===== config.mk =====
export PLATFORM = sky130hd
export DESIGN_NAME = rv32i_instr_encoder
export DESIGN_NICKNAME = d
export VERILOG_FILES = /design/src/rtl/rv32i_instr_encoder.sv
export SDC_FILE = /design/constraint.sdc
export NUM_CORES = 1
export LEC_CHECK = 0
export ABC_AREA = 1
export BUFFER_PORTS_ARGS = -buffer_cell sky130_fd_sc_hd__buf_2
export CELL_PAD_IN_SITES_DETAIL_PLACEMENT = 1
export CELL_PAD_IN_SITES_GLOBAL_PLACEMENT = 2
export CORE_MARGIN = 2
export CORE_UTILIZATION = 24
export DETAILED_ROUTE_END_ITERATION = 6
export PLACE_DENSITY_LB_ADDON = 0.25
export SLEW_MARGIN = 25
export SYNTH_ARGS = -nofsm -noshare
export SYNTH_HDL_FRONTEND = slang
export SYNTH_SLANG_ARGS = --single-unit

===== constraint.sdc =====
create_clock -name clk -period 1.4 [get_ports clk]
set_input_delay 0 -clock clk [delete_from_list [all_inputs] [get_ports clk]]
set_output_delay 0 -clock clk [all_outputs]
set_load 0.02 [all_outputs]

===== src/rtl/rv32i_instr_encoder.sv =====
// ---------------------------------------------------------------------------
// rv32i_instr_encoder
// Encodes abstract ALU operation requests into RV32I R-type / I-type words
// and streams them sequentially into instruction memory.
//
// Optional feature macro: ENC_NOP_PAD_EN
//   When defined, a flush pulse in IDLE pads every remaining address with
//   0x00000013 (addi x0,x0,0) and then ends in FULL. When undefined, flush
//   is ignored and the PAD state does not exist.
//
// Ports:
//   clk, rst_n        clock, asynchronous active-low reset
//   prog_start        synchronous restart (clears pointer, count, full)
//   req_valid/ready   request handshake; req_op/is_imm/rd/rs1/rs2/imm payload
//   flush             pad request (optional feature only)
//   mem_we/addr/wdata instruction memory write port, held until mem_ready
//   mem_ready         memory accepts the write
//   err               one-cycle pulse after an illegal request is accepted
//   full              DEPTH words written
//   count             number of words written
// ---------------------------------------------------------------------------
module rv32i_instr_encoder #(
   parameter int unsigned ADDR_W    = 8,
   parameter int unsigned DEPTH     = 256,
   parameter int unsigned BASE_WORD = 0
) (
   input  logic              clk,
   input  logic              rst_n,
   input  logic              prog_start,
   input  logic              req_valid,
   output logic              req_ready,
   input  logic [3:0]        req_op,
   input  logic              req_is_imm,
   input  logic [4:0]        req_rd,
   input  logic [4:0]        req_rs1,
   input  logic [4:0]        req_rs2,
   input  logic [11:0]       req_imm,
   input  logic              flush,
   output logic              mem_we,
   output logic [ADDR_W-1:0] mem_addr,
   output logic [31:0]       mem_wdata,
   input  logic              mem_ready,
   output logic              err,
   output logic              full,
   output logic [ADDR_W:0]   count
);

   localparam int unsigned       CNT_W    = ADDR_W + 1;
   localparam logic [CNT_W-1:0]  DEPTH_C  = CNT_W'(DEPTH);
   localparam logic [ADDR_W-1:0] BASE_C   = ADDR_W'(BASE_WORD);
   localparam logic [31:0]       NOP_WORD = 32'h0000_0013;
   localparam logic [6:0]        OPC_R    = 7'b0110011;
   localparam logic [6:0]        OPC_I    = 7'b0010011;

   typedef enum logic [1:0] {
      S_IDLE  = 2'd0,
      S_WRITE = 2'd1,
`ifdef ENC_NOP_PAD_EN
      S_PAD   = 2'd3,
`endif
      S_FULL  = 2'd2
   } state_t;

   state_t              state, state_nxt;
   logic [CNT_W-1:0]    count_nxt;
   logic                full_nxt, err_nxt, mem_we_nxt;
   logic [ADDR_W-1:0]   mem_addr_nxt;
   logic [31:0]         mem_wdata_nxt;

   logic [2:0]          funct3;
   logic [6:0]          funct7;
   logic                op_known, imm_ok, legal;
   logic [31:0]         enc_word;

   // Write pointer always equals the number of words written (mod 2^ADDR_W).
   logic [ADDR_W-1:0]   wptr;
   logic [CNT_W-1:0]    count_inc;
   logic                last_word;

   assign wptr      = count[ADDR_W-1:0];
   assign count_inc = count + CNT_W'(1);
   assign last_word = (count_inc == DEPTH_C);

`ifndef ENC_NOP_PAD_EN
   logic unused_flush;
   assign unused_flush = flush;
`endif

   assign req_ready = (state == S_IDLE) & ~prog_start;

   // Request encoder and legality check.
   always_comb begin
      funct3   = 3'b000;
      op_known = 1'b1;
      case (req_op)
         4'd0, 4'd1: funct3 = 3'b000;
         4'd2:       funct3 = 3'b001;
         4'd3:       funct3 = 3'b010;
         4'd4:       funct3 = 3'b011;
         4'd5:       funct3 = 3'b100;
         4'd6, 4'd7: funct3 = 3'b101;
         4'd8:       funct3 = 3'b110;
         4'd9:       funct3 = 3'b111;
         default:    op_known = 1'b0;
      endcase
      imm_ok   = (req_op == 4'd0) | (req_op == 4'd3) | (req_op == 4'd8) | (req_op == 4'd9);
      legal    = op_known & (~req_is_imm | imm_ok);
      funct7   = ((req_op == 4'd1) | (req_op == 4'd7)) ? 7'b0100000 : 7'b0000000;
      enc_word = req_is_imm ? {req_imm, req_rs1, funct3, req_rd, OPC_I}
                            : {funct7, req_rs2, req_rs1, funct3, req_rd, OPC_R};
   end

   // State register and registered outputs.
   always_ff @(posedge clk or negedge rst_n) begin
      if (!rst_n) begin
         state     <= S_IDLE;
         count     <= '0;
         full      <= 1'b0;
         err       <= 1'b0;
         mem_we    <= 1'b0;
         mem_addr  <= BASE_C;
         mem_wdata <= '0;
      end else begin
         state     <= state_nxt;
         count     <= count_nxt;
         full      <= full_nxt;
         err       <= err_nxt;
         mem_we    <= mem_we_nxt;
         mem_addr  <= mem_addr_nxt;
         mem_wdata <= mem_wdata_nxt;
      end
   end

   // Next-state logic. A request wins over a simultaneous flush.
   always_comb begin
      state_nxt = state;
      case (state)
         S_IDLE: begin
            if (prog_start) begin
               state_nxt = S_IDLE;
            end else if (req_valid) begin
               if (legal) state_nxt = S_WRITE;
`ifdef ENC_NOP_PAD_EN
            end else if (flush) begin
               state_nxt = S_PAD;
`endif
            end
         end
         S_WRITE: begin
            if (mem_ready) state_nxt = last_word ? S_FULL : S_IDLE;
         end
         S_FULL: begin
            if (prog_start) state_nxt = S_IDLE;
         end
`ifdef ENC_NOP_PAD_EN
         S_PAD: begin
            if (mem_ready && last_word) state_nxt = S_FULL;
         end
`endif
         default: state_nxt = S_IDLE;
      endcase
   end

   // Next values of the registered outputs.
   always_comb begin
      count_nxt     = count;
      full_nxt      = full;
      err_nxt       = 1'b0;
      mem_we_nxt    = mem_we;
      mem_addr_nxt  = mem_addr;
      mem_wdata_nxt = mem_wdata;
      case (state)
         S_IDLE: begin
            if (prog_start) begin
               count_nxt    = '0;
               full_nxt     = 1'b0;
               mem_we_nxt   = 1'b0;
               mem_addr_nxt = BASE_C;
            end else if (req_valid) begin
               if (legal) begin
                  mem_we_nxt    = 1'b1;
                  mem_addr_nxt  = BASE_C + wptr;
                  mem_wdata_nxt = enc_word;
               end else begin
                  err_nxt = 1'b1;
               end
`ifdef ENC_NOP_PAD_EN
            end else if (flush) begin
               mem_we_nxt    = 1'b1;
               mem_addr_nxt  = BASE_C + wptr;
               mem_wdata_nxt = NOP_WORD;
`endif
            end
         end
         S_WRITE: begin
            if (mem_ready) begin
               mem_we_nxt = 1'b0;
               count_nxt  = count_inc;
               full_nxt   = last_word;
            end
         end
         S_FULL: begin
            if (prog_start) begin
               count_nxt    = '0;
               full_nxt     = 1'b0;
               mem_addr_nxt = BASE_C;
            end
         end
`ifdef ENC_NOP_PAD_EN
         // Keep streaming NOPs to consecutive addresses until the last one.
         S_PAD: begin
            if (mem_ready) begin
               count_nxt = count_inc;
               if (last_word) begin
                  mem_we_nxt = 1'b0;
                  full_nxt   = 1'b1;
               end else begin
                  mem_addr_nxt = BASE_C + count_inc[ADDR_W-1:0];
               end
            end
         end
`endif
         default: begin
            mem_we_nxt = 1'b0;
         end
      endcase
   end

endmodule


==> results of run 1 <==
cell families (layout without fill, tap and decap cells):
logic type	count (synthesis)	after routing	share of synthesized area
flops	49	49	0.529
mux	6	6	0.0259
simple gates	149	149	0.265
compound gates	31	31	0.0766
buf+inv	40	175	0.0799
other cells	1	3	0.00162
fa+ha+maj	2	2	0.0108
xor+xnor	3	3	0.0113
how the worst min path moves through the flow:
stage	startpoint	end	slack, ps
after floorplan	rst_n	count[0]$_DFFE_PN0P_	-300
after global placement	rst_n	mem_wdata[4]$_DFFE_PN0P_	20
after detailed placement	rst_n	mem_addr[0]$_DFFE_PN0P_	20
after CTS	mem_ready	count[5]$_DFFE_PN0P_	8
after global routing	req_valid	err$_DFF_PN0_	20
final	mem_ready	count[5]$_DFFE_PN0P_	20
where the power goes:
group	internal (mW)	total (mW)	switching (mW)	leakage (nW)
Sequential	1.60	1.70	0.104	0.639
Clock	0.584	1.08	0.491	0.0585
Combinational	0.407	1.02	0.612	1.26
Total	2.59	3.80	1.21	1.96
state kept, by name, indices dropped and copies added, names as in the netlist:
signal / count
mem_addr: 8
mem_wdata: 27
mem_we: 1
state: 2
err: 1
count: 9
full: 1
what timing repair did:
item | in CTS | in global routing
endpoints found under the setup margin | 2 | 36
hold buffers | 29 | 0
pin swaps | 1 | 10
setup buffers | 0 | 4
hold endpoints to repair | 72 | 0
cloned | 0 | 3
gates resized for setup | 2 | 16
critical path, cell delays in order, from the launching register on:
cell,delay (ps)
dfrtp_2,450
ha_4,180
nand3_4,110
xor2_2,160
nand3_1,90
nor2_1,110
nand3_1,110
nand2_1,80
metrics by stage:
step | hold slack, ps | TNS, ps | instance area [um^2] | power (mW) | util
5_1_grt | 23.1 | -61.8 | 3570 | 4.03 | 0.383
3_5_place_dp | 21.7 | -98.0 | 3010 | 2.66 | 0.323
6_report | 19.3 | 0 | 3570 | 3.80 | 0.383
2_1_floorplan | -296 | 0 | 2340 | 2.25 | -
3_3_place_gp | 20.5 | 0 | 3010 | 2.64 | 0.323
4_1_cts | 7.57 | 0 | 3430 | 3.82 | 0.367
area by class of cell:
type,count,area (um^2),area share
flip-flops and latches,49,1230,0.345
clock buffers,7,86.3,0.0242
clock inverters,1,30.0,0.00840
inverters,27,109,0.0305
multi-input cells,194,970,0.271
repair buffers,140,986,0.276
well taps,129,161,0.0452
metal layers:
| layer | wire length (um) | share of wire | up-vias | GRT usage |
|---|---|---|---|---|
| met5 | 0 | 0 | - | 0 |
| met4 | 65 | 0.0093 | 0 | 0.0308 |
| met3 | 366 | 0.052 | 6 | 0.0356 |
| met2 | 3400 | 0.49 | 56 | 0.239 |
| met1 | 3160 | 0.45 | 1099 | 0.163 |
| li1 | - | - | 1141 | - |
layout by cell type, fill, tap and decap left out, drive strengths merged:
cell type,netlist,routed
dlygate4sd3,0,29
nand3,12,12
or2,1,1
a32o,2,2
a21oi,2,2
inv,25,25
o31ai,1,1
conb,1,3
and3,1,1
nand2,117,117
dfrtp,49,49
xor2,3,3
o21ai,21,21
clkbuf,2,9
clkinv,2,2
nor2,15,15
buf,11,109
ha,2,2
mux2i,6,6
bufinv,0,1
o22ai,3,3
nand4,3,3
a31oi,2,2
==> run_results.csv, run 1 <==
group,metric,value,unit
status,status,"finished, final reports clean",
sta,skew,9.99,ps
route,drcViolationCount,0,
cts,tritoncts,"yes",
yosys,yosys.cell_count.top_type,"nand2_1",
yosys,synthArstFlopShare,1.00,
setup_path,crit_type,"reg2reg",
finish,final_cells,547,
cts,clockRootBuffer,"clkbuf_8",
setup_path,r2r-start,"count[1]$_DFFE_PN0P_",
die,die_h,102,um
route,drt-vias-per-instance,4.21,
setup_path,required,1650,ps
route,postRouteAntennaNets,0,
sta,finalWorstSetupSlack,54.5,ps
global_route,first_global_vias,2380,
worst_hold_path,min_path_cells,3,
yosys,syn_inst,281,
cts,numCtsBuffers,5,
finish,antennaDiodeCount,0,
route,drt_iter0_drc,38,
yosys,synth_area_leaders,"dfrtp_1, nand2_1, o21ai_1",
setup_path,endpoint,"full$_DFFE_PN0P_",
sta,post-route-period-util,0.961,
placed_design,dp_slack,-55.3,ps
yosys,synthFlopType,"dfrtp_1",
yosys,synth_warnings,0,
sta,setup_viol,0,
die,die_w,102,um
global_route,antenna_found_initial,0,
yosys,synth-edff-count,0,
setup_path,worstPathMaxFanout,4,
die,core,0.00933,mm^2
placed_design,routabilityCongestion,0.737,
yosys,yosysTopAreaCell,"dfrtp_1",
setup_path,reg2reg_to,"full$_DFFE_PN0P_",
cts,cts.clk_slew.worst_paths,90,ps
sta,period_minus_slack,1350,ps
sta,slew_violations,0,
global_route,grt_overflow_total,0,
sta,finalHoldViolations,0,
yosys,avgSynthCellArea,8.25,um^2
sta,max_freq,743,MHz
power,power.density,1060,mW/mm^2
flow_run,drv_cap,0,
power,leakage,1.96,nW
placed_design,dp_hpwl,4780,um
yosys,ys_seq_area_frac,0.529,
finish,fillers,1148,
finish,drive_gt1_frac,0.340,
yosys,netlist_area,0.00232,mm^2
cts,cts_buffer_depth,2,
setup_path,worstRegToRegCells,7,
placed_design,placed_cells,503,
setup_path,end_kind,"register",
route,vias,2302,
power,max-vdd-ir-drop,0.000433,V
die,num_rows,35,
setup_path,crit_arrival,1590,ps
route,firstDrtPassIters,4,
setup_path,rrSetupSlack,50,ps
yosys,ys_types,31,
yosys,synth_seq_cells,49,
finish,area_growth,54.1,%
setup_path,cp-start-kind,"register",
setup_path,startpoint,"count[1]$_DFFE_PN0P_",
finish,layout.nets,457,
global_route,grt_pass1_wl,11100,um
global_route,grt_use_total,0.135,
cts,cts_sinks,49,
route,wl,7000,um
route,avgRoutedWirePerCell,12.8,um
worst_hold_path,min_path_type,"in2reg",
global_route,grt_max_degree,50,
die,ios,91,
placed_design,io_buffers,86,
cts,htree_levels,2,
cts,insertion_delay,300,ps
die,die_area,0.0105,mm^2
yosys,netlist.area_leader.share,0.529,
sta,rsz0062_at_grt,"yes",
yosys,ys_top_cells_by_count,"nand2_1, dfrtp_1, inv_1",
die,start_util,0.249,
Note: power is estimated with default switching activity, not from simulation.
==> run 2, diff against run 1 <==
Settings changed: CELL_PAD_IN_SITES_DETAIL_PLACEMENT 1 to 0.
==> run 2 against run 1 <==
Die area is the same. Count of clock-buffer cells in the layout is 1 lower. Flip-flop and latch count did not move. Total power fell by 6.6%. Utilization down 0.70 points. Clock power decreased by 22%. Final cell count down 0.55%. Sequential power is essentially flat. Combinational power is essentially flat. Sequential share of layout area rose by 0.64 points. Fmax is 2.3% higher. First-iteration DRC count increased by 87%.
==> run_results.csv, run 2 (synthesized netlist as in run 1, its figures left out) <==
group,metric,value,unit
cts,htree_levels,2,
finish,regArea,0.00123,mm^2
global_route,grt_pass1_wl,10300,um
die,core,0.00933,mm^2
setup_path,crit_arrival,1570,ps
setup_path,crit_chain,"ha_4 > nand3_4 > xor2_2 > nand3_1 > nor2_1 > nand3_1 > nand2_1",
finish,mostFrequentLayoutCells,"nand2_1, buf_2, dfrtp_1",
placed_design,dp_slack,-7.26,ps
sta,finalWorstSetupSlack,84.8,ps
finish,largest_register_ffs,27,
setup_path,required,1650,ps
die,die_h,102,um
sta,post-route-period-util,0.939,
setup_path,crit_type,"reg2reg",
sta,setup_viol,0,
finish,reg.largest.list,"mem_wdata (27), count (9), mem_addr (8)",
setup_path,cpLargestDelayFamily,"simple AND/OR/NAND/NOR gates",
setup_path,cpPeakStageDelay,450,ps
setup_path,cp-start-kind,"register",
route,wl,6470,um
power,power.switching,1.19,mW
cts,clockRootBuffer,"clkbuf_8",
finish,drive_gt1_frac,0.325,
cts,cts_sinks,49,
finish,antennaDiodeCount,0,
power,power.density,1010,mW/mm^2
finish,area_growth,51.3,%
setup_path,crit_top_cell,"nand3_1",
power,finalPower,3.55,mW
worst_hold_path,min_path_cells,2,
die,start_util,0.249,
sta,max_freq,760,MHz
cts,cts_buffer_depth,2,
worst_hold_path,min_path_type,"in2reg",
sta,rsz0062_at_grt,"yes",
route,postRouteAntennaNets,0,
cts,insertion_delay,300,ps
route,firstDrtPassIters,4,
die,die_area,0.0105,mm^2
global_route,grt_overflow_total,0,
route,drcViolationCount,0,
cts,cts.clk_slew.worst_paths,100,ps
power,p_clk_frac,0.238,
sta,finalHoldViolations,0,
flow_run,drv_cap,0,
placed_design,routabilityCongestion,0.737,
finish,top_register,"mem_wdata",
setup_path,startpoint,"count[1]$_DFFE_PN0P_",
global_route,grt_max_degree,50,
finish,layout.nets,454,
sta,skew,8.92,ps
power,leakage,1.92,nW
setup_path,crit_buf_inv,0,
sta,period_minus_slack,1320,ps
global_route,antenna_found_initial,0,
setup_path,r2r-start,"count[1]$_DFFE_PN0P_",
route,vias,2220,
die,ios,91,
setup_path,cp.depth,7,
setup_path,end_kind,"register",
route,drt-vias-per-instance,4.08,
global_route,first_global_vias,2188,
placed_design,dp_hpwl,4430,um
power,p_int,2.35,mW
cts,tritoncts,"yes",
finish,multi_input_area,960,um^2
finish,final_common_cell,"nand2_1",
finish,stdcell_area,0.00351,mm^2
power,seq_power_share,0.481,
placed_design,io_buffers,86,
sta,setup_tns,0,ps
setup_path,worstRegToRegCells,7,
power,max-vdd-ir-drop,0.000523,V
power,p_comb_frac,0.281,
setup_path,reg2reg_to,"full$_DFFE_PN0P_",
cts,numCtsBuffers,5,
setup_path,rrSetupSlack,80,ps
power,swShare,0.336,
setup_path,worstPathMaxFanout,4,
route,drt_iter0_drc,71,
global_route,grt_use_total,0.123,
die,die_w,102,um
setup_path,endpoint,"full$_DFFE_PN0P_",
finish,fillers,1008,
placed_design,post_dp_cell_area,0.00301,mm^2
sta,slew_violations,0,
sta,whs,16.6,ps
die,num_rows,35,
setup_path,cpMaxStageDelayCell,"dfrtp_2",
route,avgRoutedWirePerCell,11.9,um
status,status,"finished, final reports clean",
run 2: per-layer routing:
layer,GRT usage,routed length [um]
met1,0.160,2970
met2,0.207,3110
met3,0.0335,364
met4,0.0256,25
met5,0,0
run 2: power groups by stage:
| stage | Combinational, mW | Clock [mW] | Sequential, mW |
|---|---|---|---|
| after floorplan | 0.287 | 0 | 1.97 |
| after CTS | 0.985 | 0.896 | 1.71 |
| after detailed placement | 0.919 | 0 | 1.73 |
| after global routing | 1.11 | 0.942 | 1.73 |
| final | 0.995 | 0.846 | 1.71 |
| after global placement | 0.917 | 0 | 1.73 |
run 2: area by class of cell:
cell class	count	area share
Inverter	27	0.0310
Clock inverter	2	0.00428
Clock buffer	6	0.0207
Timing Repair Buffer	137	0.274
Tap cell	129	0.0460
Multi-Input combinational cell	194	0.274
Sequential cell	49	0.351
run 2: how the worst min path moves through the flow:
stage                   start                  endpoint
finish              req_valid             err$_DFF_PN0_
global route        req_valid             err$_DFF_PN0_
CTS                 req_valid             err$_DFF_PN0_
detailed placement      rst_n   mem_addr[0]$_DFFE_PN0P_
global placement        rst_n  mem_wdata[4]$_DFFE_PN0P_
floorplan               rst_n      count[0]$_DFFE_PN0P_
run 2: stage by stage:
| stage | std cells | util |
|---|---|---|
| after global routing | 544 | 0.376 |
| after global placement | 503 | 0.323 |
| after floorplan | 283 | - |
| after CTS | 540 | 0.364 |
| final | 544 | 0.376 |
| after detailed placement | 503 | 0.323 |
run 2: worst reg2reg max path, cell delays in order (launching register included):
cell	delay [ps]
dfrtp_2	450
ha_4	190
nand3_4	110
xor2_2	160
nand3_1	80
nor2_1	110
nand3_1	100
nand2_1	70
run 2: timing repair:
item                       in CTS  in global routing
resized for setup               1                 12
hold buffers                   29                  0
cloned                          0                  3
buffers inserted                0                  1
hold endpoints to repair       72                  0
setup endpoints to repair       2                 33
pin swaps                       1                  4
